**src/rtl/sseg_scan_capture.sv**
```systemverilog
// Multiplexed active-low seven-segment bus monitor: captures each digit, decodes it back
// to hex and publishes a frame after STABLE_SCANS identical scans. Define SSEG_DP_EN for decimal-point capture.
module sseg_scan_capture #(
  parameter int NDIG         = 4,
  parameter int SETTLE       = 2,
  parameter int STABLE_SCANS = 2
) (
  input  logic              clk,
  input  logic              rst,
  input  logic [NDIG-1:0]   an,
  input  logic [6:0]        sseg,
`ifdef SSEG_DP_EN
  input  logic              dp,
  output logic [NDIG-1:0]   dp_out,
`endif
  output logic [4*NDIG-1:0] digits,
  output logic [NDIG-1:0]   digit_err,
  output logic              frame_valid,
  output logic              glitch
);

  localparam logic [1:0] S_WAIT    = 2'd0;
  localparam logic [1:0] S_SETTLE  = 2'd1;
  localparam logic [1:0] S_CAPTURE = 2'd2;
  localparam logic [1:0] S_HOLD    = 2'd3;

  localparam int CW  = (SETTLE > 1) ? $clog2(SETTLE) : 1;
  localparam int SCW = $clog2(STABLE_SCANS + 1);
  localparam logic [CW-1:0]  SETTLE_LOAD = CW'(SETTLE - 1);
  localparam logic [SCW-1:0] STABLE_MAX  = SCW'(STABLE_SCANS);

  // Returns {err, value}; unknown patterns decode to value 0 with err set.
  function automatic logic [4:0] decode(input logic [6:0] s);
    case (s)
      7'b0000001: decode = 5'h00;
      7'b1001111: decode = 5'h01;
      7'b0010010: decode = 5'h02;
      7'b0000110: decode = 5'h03;
      7'b1001100: decode = 5'h04;
      7'b0100100: decode = 5'h05;
      7'b0100000: decode = 5'h06;
      7'b0001111: decode = 5'h07;
      7'b0000000: decode = 5'h08;
      7'b0000100: decode = 5'h09;
      7'b0001000: decode = 5'h0A;
      7'b1100000: decode = 5'h0B;
      7'b0110001: decode = 5'h0C;
      7'b1000010: decode = 5'h0D;
      7'b0110000: decode = 5'h0E;
      7'b0111000: decode = 5'h0F;
      default:    decode = 5'h10;
    endcase
  endfunction

  logic [NDIG-1:0]   an_s1_q, an_s1_d, an_s2_q, an_s2_d, an_prev_q, an_prev_d, an_cap_q, an_cap_d;
  logic [6:0]        sseg_s1_q, sseg_s1_d, sseg_s2_q, sseg_s2_d;
  logic [1:0]        state_q, state_d;
  logic [CW-1:0]     cnt_q, cnt_d;
  logic [NDIG-1:0]   mask_q, mask_d;
  logic [4*NDIG-1:0] work_val_q, work_val_d, prev_val_q, prev_val_d, digits_q, digits_d;
  logic [NDIG-1:0]   work_err_q, work_err_d, prev_err_q, prev_err_d, digit_err_q, digit_err_d;
  logic [SCW-1:0]    stable_q, stable_d;
  logic              frame_valid_q, frame_valid_d, glitch_q, glitch_d;
`ifdef SSEG_DP_EN
  logic              dp_s1_q, dp_s1_d, dp_s2_q, dp_s2_d;
  logic [NDIG-1:0]   work_dp_q, work_dp_d, prev_dp_q, prev_dp_d, dp_out_q, dp_out_d;
`endif

  logic [3:0] low_cnt;
  logic       one_hot, illegal, changed, capture, frame_same;
  logic [4:0] dec;

  always_comb begin
    an_s1_d       = an;
    an_s2_d       = an_s1_q;
    sseg_s1_d     = sseg;
    sseg_s2_d     = sseg_s1_q;
    an_prev_d     = an_s2_q;
    an_cap_d      = an_cap_q;
    state_d       = state_q;
    cnt_d         = cnt_q;
    mask_d        = mask_q;
    work_val_d    = work_val_q;
    work_err_d    = work_err_q;
    prev_val_d    = prev_val_q;
    prev_err_d    = prev_err_q;
    stable_d      = stable_q;
    digits_d      = digits_q;
    digit_err_d   = digit_err_q;
    frame_valid_d = 1'b0;
    capture       = 1'b0;
    dec           = decode(sseg_s2_q);
    frame_same    = (work_val_q == prev_val_q) && (work_err_q == prev_err_q);
`ifdef SSEG_DP_EN
    dp_s1_d    = dp;
    dp_s2_d    = dp_s1_q;
    work_dp_d  = work_dp_q;
    prev_dp_d  = prev_dp_q;
    dp_out_d   = dp_out_q;
    frame_same = frame_same && (work_dp_q == prev_dp_q);
`endif

    low_cnt = '0;
    for (int i = 0; i < NDIG; i++) low_cnt = low_cnt + {3'b000, ~an_s2_q[i]};
    one_hot = (low_cnt == 4'd1);
    illegal = (low_cnt > 4'd1);
    changed = (an_s2_q != an_cap_q);
    // Pulse only on entry into an illegal pattern, not for every cycle it persists.
    glitch_d = illegal && (an_s2_q != an_prev_q);

    case (state_q)
      S_WAIT: begin
        if (one_hot) begin
          state_d  = S_SETTLE;
          cnt_d    = SETTLE_LOAD;
          an_cap_d = an_s2_q;
        end
      end
      S_SETTLE: begin
        if (changed) begin
          state_d  = one_hot ? S_SETTLE : S_WAIT;
          cnt_d    = SETTLE_LOAD;
          an_cap_d = an_s2_q;
        end else if (cnt_q == '0) begin
          capture = 1'b1;
          state_d = S_CAPTURE;
        end else begin
          cnt_d = cnt_q - CW'(1);
        end
      end
      S_CAPTURE: state_d = S_HOLD;
      default: begin
        // A change out of HOLD is evaluated as WAIT would in the same cycle.
        if (changed) begin
          state_d  = one_hot ? S_SETTLE : S_WAIT;
          cnt_d    = SETTLE_LOAD;
          an_cap_d = an_s2_q;
        end
      end
    endcase

    if (&mask_q) begin
      mask_d     = '0;
      stable_d   = !frame_same ? SCW'(1) : (stable_q < STABLE_MAX) ? stable_q + SCW'(1) : stable_q;
      prev_val_d = work_val_q;
      prev_err_d = work_err_q;
`ifdef SSEG_DP_EN
      prev_dp_d  = work_dp_q;
`endif
      if (stable_d == STABLE_MAX) begin
        digits_d      = work_val_q;
        digit_err_d   = work_err_q;
        frame_valid_d = 1'b1;
`ifdef SSEG_DP_EN
        dp_out_d      = work_dp_q;
`endif
      end
    end

    // The write happens as SETTLE hands over to CAPTURE, while the anode is still confirmed stable.
    if (capture) begin
      for (int i = 0; i < NDIG; i++) begin
        if (!an_cap_q[i]) begin
          work_val_d[4*i +: 4] = dec[3:0];
          work_err_d[i]        = dec[4];
          mask_d[i]            = 1'b1;
`ifdef SSEG_DP_EN
          work_dp_d[i]         = ~dp_s2_q;
`endif
        end
      end
    end
  end

  always_ff @(posedge clk) begin
    if (rst) begin
      an_s1_q <= '0; an_s2_q <= '0; an_prev_q <= '0; an_cap_q <= '0;
      sseg_s1_q <= '0; sseg_s2_q <= '0;
      state_q <= S_WAIT; cnt_q <= '0; mask_q <= '0; stable_q <= '0;
      work_val_q <= '0; work_err_q <= '0; prev_val_q <= '0; prev_err_q <= '0;
      digits_q <= '0; digit_err_q <= '0; frame_valid_q <= 1'b0; glitch_q <= 1'b0;
`ifdef SSEG_DP_EN
      dp_s1_q <= 1'b0; dp_s2_q <= 1'b0; work_dp_q <= '0; prev_dp_q <= '0; dp_out_q <= '0;
`endif
    end else begin
      an_s1_q <= an_s1_d; an_s2_q <= an_s2_d; an_prev_q <= an_prev_d; an_cap_q <= an_cap_d;
      sseg_s1_q <= sseg_s1_d; sseg_s2_q <= sseg_s2_d;
      state_q <= state_d; cnt_q <= cnt_d; mask_q <= mask_d; stable_q <= stable_d;
      work_val_q <= work_val_d; work_err_q <= work_err_d;
      prev_val_q <= prev_val_d; prev_err_q <= prev_err_d;
      digits_q <= digits_d; digit_err_q <= digit_err_d;
      frame_valid_q <= frame_valid_d; glitch_q <= glitch_d;
`ifdef SSEG_DP_EN
      dp_s1_q <= dp_s1_d; dp_s2_q <= dp_s2_d;
      work_dp_q <= work_dp_d; prev_dp_q <= prev_dp_d; dp_out_q <= dp_out_d;
`endif
    end
  end

  assign digits      = digits_q;
  assign digit_err   = digit_err_q;
  assign frame_valid = frame_valid_q;
  assign glitch      = glitch_q;
`ifdef SSEG_DP_EN
  assign dp_out      = dp_out_q;
`endif

endmodule

```
**config.mk**
```make
export PLATFORM = sky130hd
export DESIGN_NAME = sseg_scan_capture
export DESIGN_NICKNAME = d
export VERILOG_FILES = /design/src/rtl/sseg_scan_capture.sv
export SDC_FILE = /design/constraint.sdc
export NUM_CORES = 1
export LEC_CHECK = 0
export ABC_AREA = 1
export CORE_AREA = 2 2 126 128
export CTS_BUF_LIST = sky130_fd_sc_hd__clkbuf_8
export CTS_CLUSTER_DIAMETER = 100
export DETAILED_ROUTE_END_ITERATION = 16
export DIE_AREA = 0 0 128 130
export PLACE_DENSITY_LB_ADDON = 0.25
export SLEW_MARGIN = 0
export SYNTH_ARGS = -nofsm -noshare
export SYNTH_HDL_FRONTEND = slang
export SYNTH_SLANG_ARGS = --single-unit
```
**constraint.sdc**
```tcl
create_clock -name clk -period 2.65 [get_ports clk]
set_input_delay 0.3975 -clock clk [delete_from_list [all_inputs] [get_ports clk]]
set_output_delay 0.3975 -clock clk [all_outputs]
set_load 0.05 [all_outputs]
```
==> flow_summary.json, run 1 <==
{
  "syn-num-nets": 668,
  "antenna_left": 0,
  "hp-start": "sseg_s1_q[6]",
  "hpwlAfterDp_um": 6500,
  "setup_viol": 0,
  "critPathArrivalTime_ns": 2.62,
  "die-height_um": 130,
  "total_leakage_power_nw": 2.37,
  "grt_max_degree": 69,
  "vias": 3731,
  "timing.rr.start": "an_prev_d[3]",
  "wl_per_cell_um": 10.3,
  "max_freq_mhz": 430,
  "track_usage_pct": 11.8,
  "syn_inst": 646,
  "synth.distinct_cells": 27,
  "num_rows": 46,
  "grt_pass1_wl_um": 15900,
  "critPathKind": "reg -> reg",
  "skew_ns": 0.0113,
  "r2r-end": "an_cap_q[1]",
  "drv_cap": 0,
  "hold_end": "sseg_s2_q[6]",
  "period_share_pct": 87.7,
  "reg2reg_slack_ns": 0.33,
  "slew_headroom_pct": 60.0,
  "ys_seq_area_share_pct": 44.6,
  "synth_area_mm2": 0.00453,
  "ctsHtreeMaxLevel": 3,
  "gr-total-overflow": 0,
  "path_clk_slew_ns": 0.09,
  "portBuffers": 34,
  "start_util_pct": 29.4,
  "start_kind": "register",
  "syn_area_per_cell_um2": 7.01,
  "via_per_inst": 4.28,
  "holdBufCountCts": 0,
  "irDropWorstVdd_mv": 0.413,
  "area_growth_pct": 15.6,
  "final_common_cell": "inv_1",
  "post-route-min-period_ns": 2.32,
  "post_cts_resized": 0,
  "drtPass1Iterations": 5,
  "drc": 0,
  "grt_pass1_vias": 3565,
  "finalWirelength_um": 8960,
  "cts_made_buffers": 9,
  "numClockSinks": 101,
  "critPathRequiredTime_ns": 2.95,
  "placedCellCount": 856,
  "power_density_mw_per_mm2": 759,
  "drive_gt1_share_pct": 6.63,
  "layout_common_cells": "120 x inv_1, 116 x nand2_1, 113 x nor2_1",
  "fp.dieW_um": 128,
  "core_mm2": 0.0154,
  "cts_max_path_buffers": 2,
  "yosys_warnings": 0,
  "dieArea_mm2": 0.0166,
  "finalMaxSlewViolations": 0,
  "grt_setup_unrepaired": "no",
  "hold_violations": 0,
  "worstMarginPinSlew_ns": 0.600,
  "root_buffer": "clkbuf_8",
  "outcome": "finished clean",
  "crit_path_max_fanout": 8,
  "place.gp.congestion": 0.862,
  "final_nets": 697,
  "min_path_cells": 2,
  "r2r_cells": 14,
  "clk-insertion-delay-late_ns": 0.38,
  "cp-end-kind": "register",
  "layoutNonFillerInstCount": 871,
  "tns_ns": 0,
  "cts_setup_buffers": 0,
  "antenna_found_initial": 0,
  "pin_count": 35,
  "synth_seq_cells": 101,
  "drt_iter0_markers": 253,
  "diodes": 0,
  "hold_class": "reg -> reg",
  "cts_tree": "yes"
}
## cells in the mapped netlist (all sizes together)
| cell type | number | area share (%) |
|---|---|---|
| fa | 1 | 0.44 |
| ha | 8 | 2.2 |
| nor3 | 10 | 1.2 |
| xnor2 | 11 | 2.1 |
| a22oi | 1 | 0.17 |
| inv | 128 | 11 |
| nor4 | 1 | 0.14 |
| buf | 9 | 1.2 |
| o21ai | 49 | 5.4 |
| nand3 | 9 | 1.1 |
| clkbuf | 14 | 1.2 |
| nand2 | 118 | 10 |
| xor2 | 8 | 1.5 |
| dfxtp | 101 | 45 |
| o31ai | 2 | 0.33 |
| nand4 | 23 | 3.2 |
| a21oi | 31 | 3.4 |
| nor2 | 122 | 11 |
## critical path, stage by stage (launching register included)
cell and delay (ns):
dfxtp_1 0.42, fa_1 0.44, inv_1 0.06, ha_1 0.16, inv_1 0.05, ha_1 0.27, nor2_1 0.10, nand2_1 0.05
inv_1 0.07, nor2_1 0.05, nor2_1 0.15, nand2_1 0.09, inv_2 0.11, o21ai_0 0.09, a21oi_1 0.16
## layout make-up
cell class / count / area, µm²
Clock buffer: 11 / 151
Clock inverter: 4 / 25.0
Fill cell: 1630 / 10200
Inverter: 128 / 480
Multi-Input combinational cell: 394 / 1920
Sequential cell: 101 / 2020
Tap cell: 192 / 240
Timing Repair Buffer: 41 / 393
## layer usage
metal  wire length (µm)  share of wire, %  vias up  global-route usage, %
met5                  0                 0        -                      0
met4                159               1.8        0                   4.27
met3                393               4.4       12                   3.85
met2               4040                45       64                   19.8
met1               4360                49     1633                   14.3
li1                   -                 -     2022                      -
## metrics by stage
stage	instance area, µm²	hold slack [ns]	power, mW	utilization, %	setup WS (ns)
after floorplan	4530	0.388	2.83	-	0.493
after global placement	5060	0.393	3.09	32.8	0.335
after detailed placement	5060	0.394	3.13	32.8	0.253
after CTS	5240	0.403	4.05	33.9	0.225
after global routing	5240	0.427	4.30	34.0	0.0440
final	5240	0.402	3.97	34.0	0.327
## flip-flops by register name, indices dropped and copies added (netlist names)
signal	count
an_cap_q	4
an_prev_d	4
an_prev_q	4
an_s1_q	4
cnt_q	1
digit_err	4
digits	16
frame_valid	1
glitch	1
mask_q	4
prev_err_q	4
prev_val_q	16
sseg_s1_q	7
sseg_s2_q	7
stable_q	2
state_q	2
work_err_q	4
work_val_q	16
## power by group
group          total (mW)  switching [mW]  leakage, nW  internal (mW)
sequential           1.86           0.171        0.822           1.69
combinational        1.22           0.806         1.46          0.409
clock               0.898           0.514       0.0926          0.385
total                3.97            1.49         2.37           2.48
## logic make-up (layout without fill, tap and decap cells)
logic type / after synthesis / count (layout) / share of synthesized area, %
simple gates: 283 / 283 / 26.8
buf+inv: 151 / 184 / 12.9
flops: 101 / 101 / 44.6
compound gates: 83 / 83 / 9.33
xor+xnor: 19 / 19 / 3.67
fa+ha+maj: 9 / 9 / 2.65
## how the worst max path moves through the flow
| stage | end | cells past startpoint | slack (ns) | start |
|---|---|---|---|---|
| global placement | an_cap_q[2] | 14 | 0.33 | an_prev_d[0] |
| floorplan | an_cap_q[0] | 14 | 0.49 | an_prev_d[0] |
| CTS | an_cap_q[1] | 14 | 0.22 | an_prev_d[0] |
| detailed placement | an_cap_q[1] | 14 | 0.25 | an_prev_d[0] |
| finish | an_cap_q[1] | 14 | 0.33 | an_prev_d[3] |
| global route | an_cap_q[1] | 14 | 0.04 | an_prev_d[3] |
(Power assumes the default switching activity.)
==> run 2, diff against run 1 <==
--- a/config.mk
+++ b/config.mk
@@ -5,12 +5,12 @@
 export SDC_FILE = /design/constraint.sdc
 export NUM_CORES = 1
 export LEC_CHECK = 0
-export ABC_AREA = 1
-export CORE_AREA = 2 2 126 128
+export CORE_AREA = 2 2 123 125
 export CTS_BUF_LIST = sky130_fd_sc_hd__clkbuf_8
 export CTS_CLUSTER_DIAMETER = 100
 export DETAILED_ROUTE_END_ITERATION = 16
-export DIE_AREA = 0 0 128 130
+export DIE_AREA = 0 0 125 127
+export GPL_ROUTABILITY_DRIVEN = 0
 export PLACE_DENSITY_LB_ADDON = 0.25
 export SLEW_MARGIN = 0
 export SYNTH_ARGS = -nofsm -noshare
==> run 2 against run 1 <==
Clock power is 30% higher. First-iteration DRC count is 25% lower. Combinational power is 29% lower. Sequential share of layout area is 1.3 points higher. Critical endpoint is now an_cap_q[0].
==> flow_summary.json, run 2 <==
{
  "fp.dieW_um": 125,
  "synth-main-ff-cell": "dfxtp_1",
  "final_common_cell": "dfxtp_1",
  "crit_path_max_fanout": 6,
  "critPathArrivalTime_ns": 2.71,
  "combPwrFrac_pct": 23.1,
  "ctsHtreeMaxLevel": 3,
  "hold_class": "reg -> reg",
  "area_growth_pct": 18.8,
  "p_switching_mw": 1.21,
  "ys_seq_area_share_pct": 47.5,
  "syn-num-nets": 497,
  "worstMarginPinSlew_ns": 0.800,
  "period_share_pct": 92.9,
  "irDropWorstVdd_mv": 0.343,
  "syn_inst": 475,
  "diodes": 0,
  "grt_max_degree": 38,
  "cp-end-kind": "register",
  "critPathRequiredTime_ns": 2.90,
  "seq_power_share_pct": 45.9,
  "synth_area_mm2": 0.00426,
  "portBuffers": 34,
  "drc": 0,
  "cts_tree": "yes",
  "hpwlAfterDp_um": 6220,
  "skew_ns": 0.0158,
  "dieArea_mm2": 0.0159,
  "cts_made_buffers": 9,
  "max_freq_mhz": 406,
  "syn_area_per_cell_um2": 8.96,
  "vias": 3292,
  "yosys.area.top_type": "dfxtp_1",
  "clk-insertion-delay-late_ns": 0.37,
  "drt_iter0_markers": 190,
  "wl_per_cell_um": 12.9,
  "hold_violations": 0,
  "path_clk_slew_ns": 0.09,
  "sw_frac_of_total_pct": 32.1,
  "grt_setup_unrepaired": "no",
  "core_mm2": 0.0144,
  "antenna_found_initial": 0,
  "finalInstanceArea_mm2": 0.00505,
  "cts_max_path_buffers": 2,
  "synth.distinct_cells": 48,
  "whs_ns": 0.440,
  "yosys_warnings": 0,
  "async_reset_ff_share_pct": 0,
  "num_rows": 44,
  "tns_ns": 0,
  "pwr-share-clk_pct": 31.1,
  "drive_gt1_share_pct": 7.74,
  "grt_pass1_vias": 3078,
  "drtPass1Iterations": 4,
  "layout_common_cells": "101 x dfxtp_1, 50 x a21oi_1, 47 x nand2_1",
  "via_per_inst": 4.78,
  "track_usage_pct": 11.6,
  "start_kind": "register",
  "gr-total-overflow": 0,
  "power_density_mw_per_mm2": 747,
  "slew_headroom_pct": 46.6,
  "finalWirelength_um": 8900,
  "synth_top_cell_area_share_pct": 47.5,
  "antenna_left": 0,
  "post-route-min-period_ns": 2.46,
  "p_int_mw": 2.57,
  "synth.most_common_cell": "dfxtp_1",
  "numClockSinks": 101,
  "outcome": "finished clean",
  "synth_seq_cells": 101,
  "p_total_mw": 3.78,
  "finalMaxSlewViolations": 0,
  "final_nets": 522,
  "pin_count": 35,
  "holdBufCountCts": 0,
  "grt_pass1_wl_um": 15100,
  "place_ws_ns": 0.0504,
  "synth_area_leaders": "dfxtp_1 48%, a21oi_1 5.9%, xor2_1 4.9%",
  "setup_viol": 0,
  "critPathKind": "reg -> reg",
  "fin_ws_ns": 0.189,
  "total_leakage_power_nw": 1.83,
  "start_util_pct": 29.5,
  "die-height_um": 127,
  "synth-edff-count": 0,
  "reg2reg_slack_ns": 0.19,
  "root_buffer": "clkbuf_8",
  "ys_top_cells_by_count": "101 x dfxtp_1, 50 x a21oi_1, 47 x nand2_1",
  "drv_cap": 0,
  "post_dp_cell_area_mm2": 0.00480
}
-- run 2: changes by cell type in the layout (fill, tap and decap cells not counted), sizes merged, moves of 14 or more --
cell    previous run  this run
o21ai             49        22
nand3              9        24
nor2b              0        26
xor2               8        24
a211oi             0        14
a21oi             31        51
inv              129        11
nand2            118        47
nand4             23         4
nor2             122        36
-- run 2: cell families (layout without fill, tap and decap cells) --
kind of cell	count (synthesis)	after routing	synth area share (%)
and+or+nand+nor	181	181	23.1
DFF	101	101	47.5
AOI/OAI and AO/OA	100	100	13.7
buffers and inverters	42	71	3.85
xor gates and xnor gates	29	29	5.97
muxes	13	13	3.06
adders and majority gates	9	9	2.82
-- run 2: worst paths after layout --
kind,from,endpoint,depth (start not counted)
worst max-delay path,an_prev_d[0],an_cap_q[0],9
worst min-delay path,sseg_s1_q[4],sseg_s2_q[4],1
worst max register to register,an_prev_d[0],an_cap_q[0],9
worst min register to register,sseg_s1_q[4],sseg_s2_q[4],1
-- run 2: power groups by stage --
stage               Clock [mW]  Combinational [mW]  Sequential (mW)
finish                    1.17               0.871             1.73
global placement             0               0.858             1.76
floorplan                    0               0.656             1.73
global route              1.27               0.976             1.75
detailed placement           0               0.867             1.77
CTS                       1.22               0.872             1.73
-- run 2: layout make-up --
type,count,area (µm²)
Clock buffer,9,124
Clock inverter,6,120
Fill cell,1493,9370
Inverter,9,33.8
Multi-Input combinational cell,332,2080
Sequential cell,101,2020
Tap cell,184,230
Timing Repair Buffer,47,445
-- run 2: routing by layer --
layer	part of all wire (%)	vias up	track usage, %	wire [µm]
met5	0	-	0	0
met2	48	78	19.5	4270
li1	-	1681	-	-
met1	46	1517	14.8	4130
met3	4.1	16	2.68	368
met4	1.4	0	3.73	129
-- run 2: worst max-delay path: stages (launching register included) --
cell     delay (ns)
dfxtp_1        0.34
fa_1           0.53
inv_1          0.04
ha_1           0.19
inv_1          0.06
ha_1           0.22
or3b_4         0.43
a21oi_4        0.25
mux2i_1        0.23
nor2_1         0.06
-- run 2: per-stage QoR --
| stage | cells | util (%) |
|---|---|---|
| floorplan | 475 | - |
| global route | 688 | 35.0 |
| global placement | 673 | 33.3 |
| finish | 688 | 35.0 |
| detailed placement | 673 | 33.3 |
| CTS | 688 | 35.0 |
-- run 2: repair_timing --
item,in CTS,in global routing
resized for setup,0,2
setup buffers,0,0
endpoints found under the setup margin,0,5
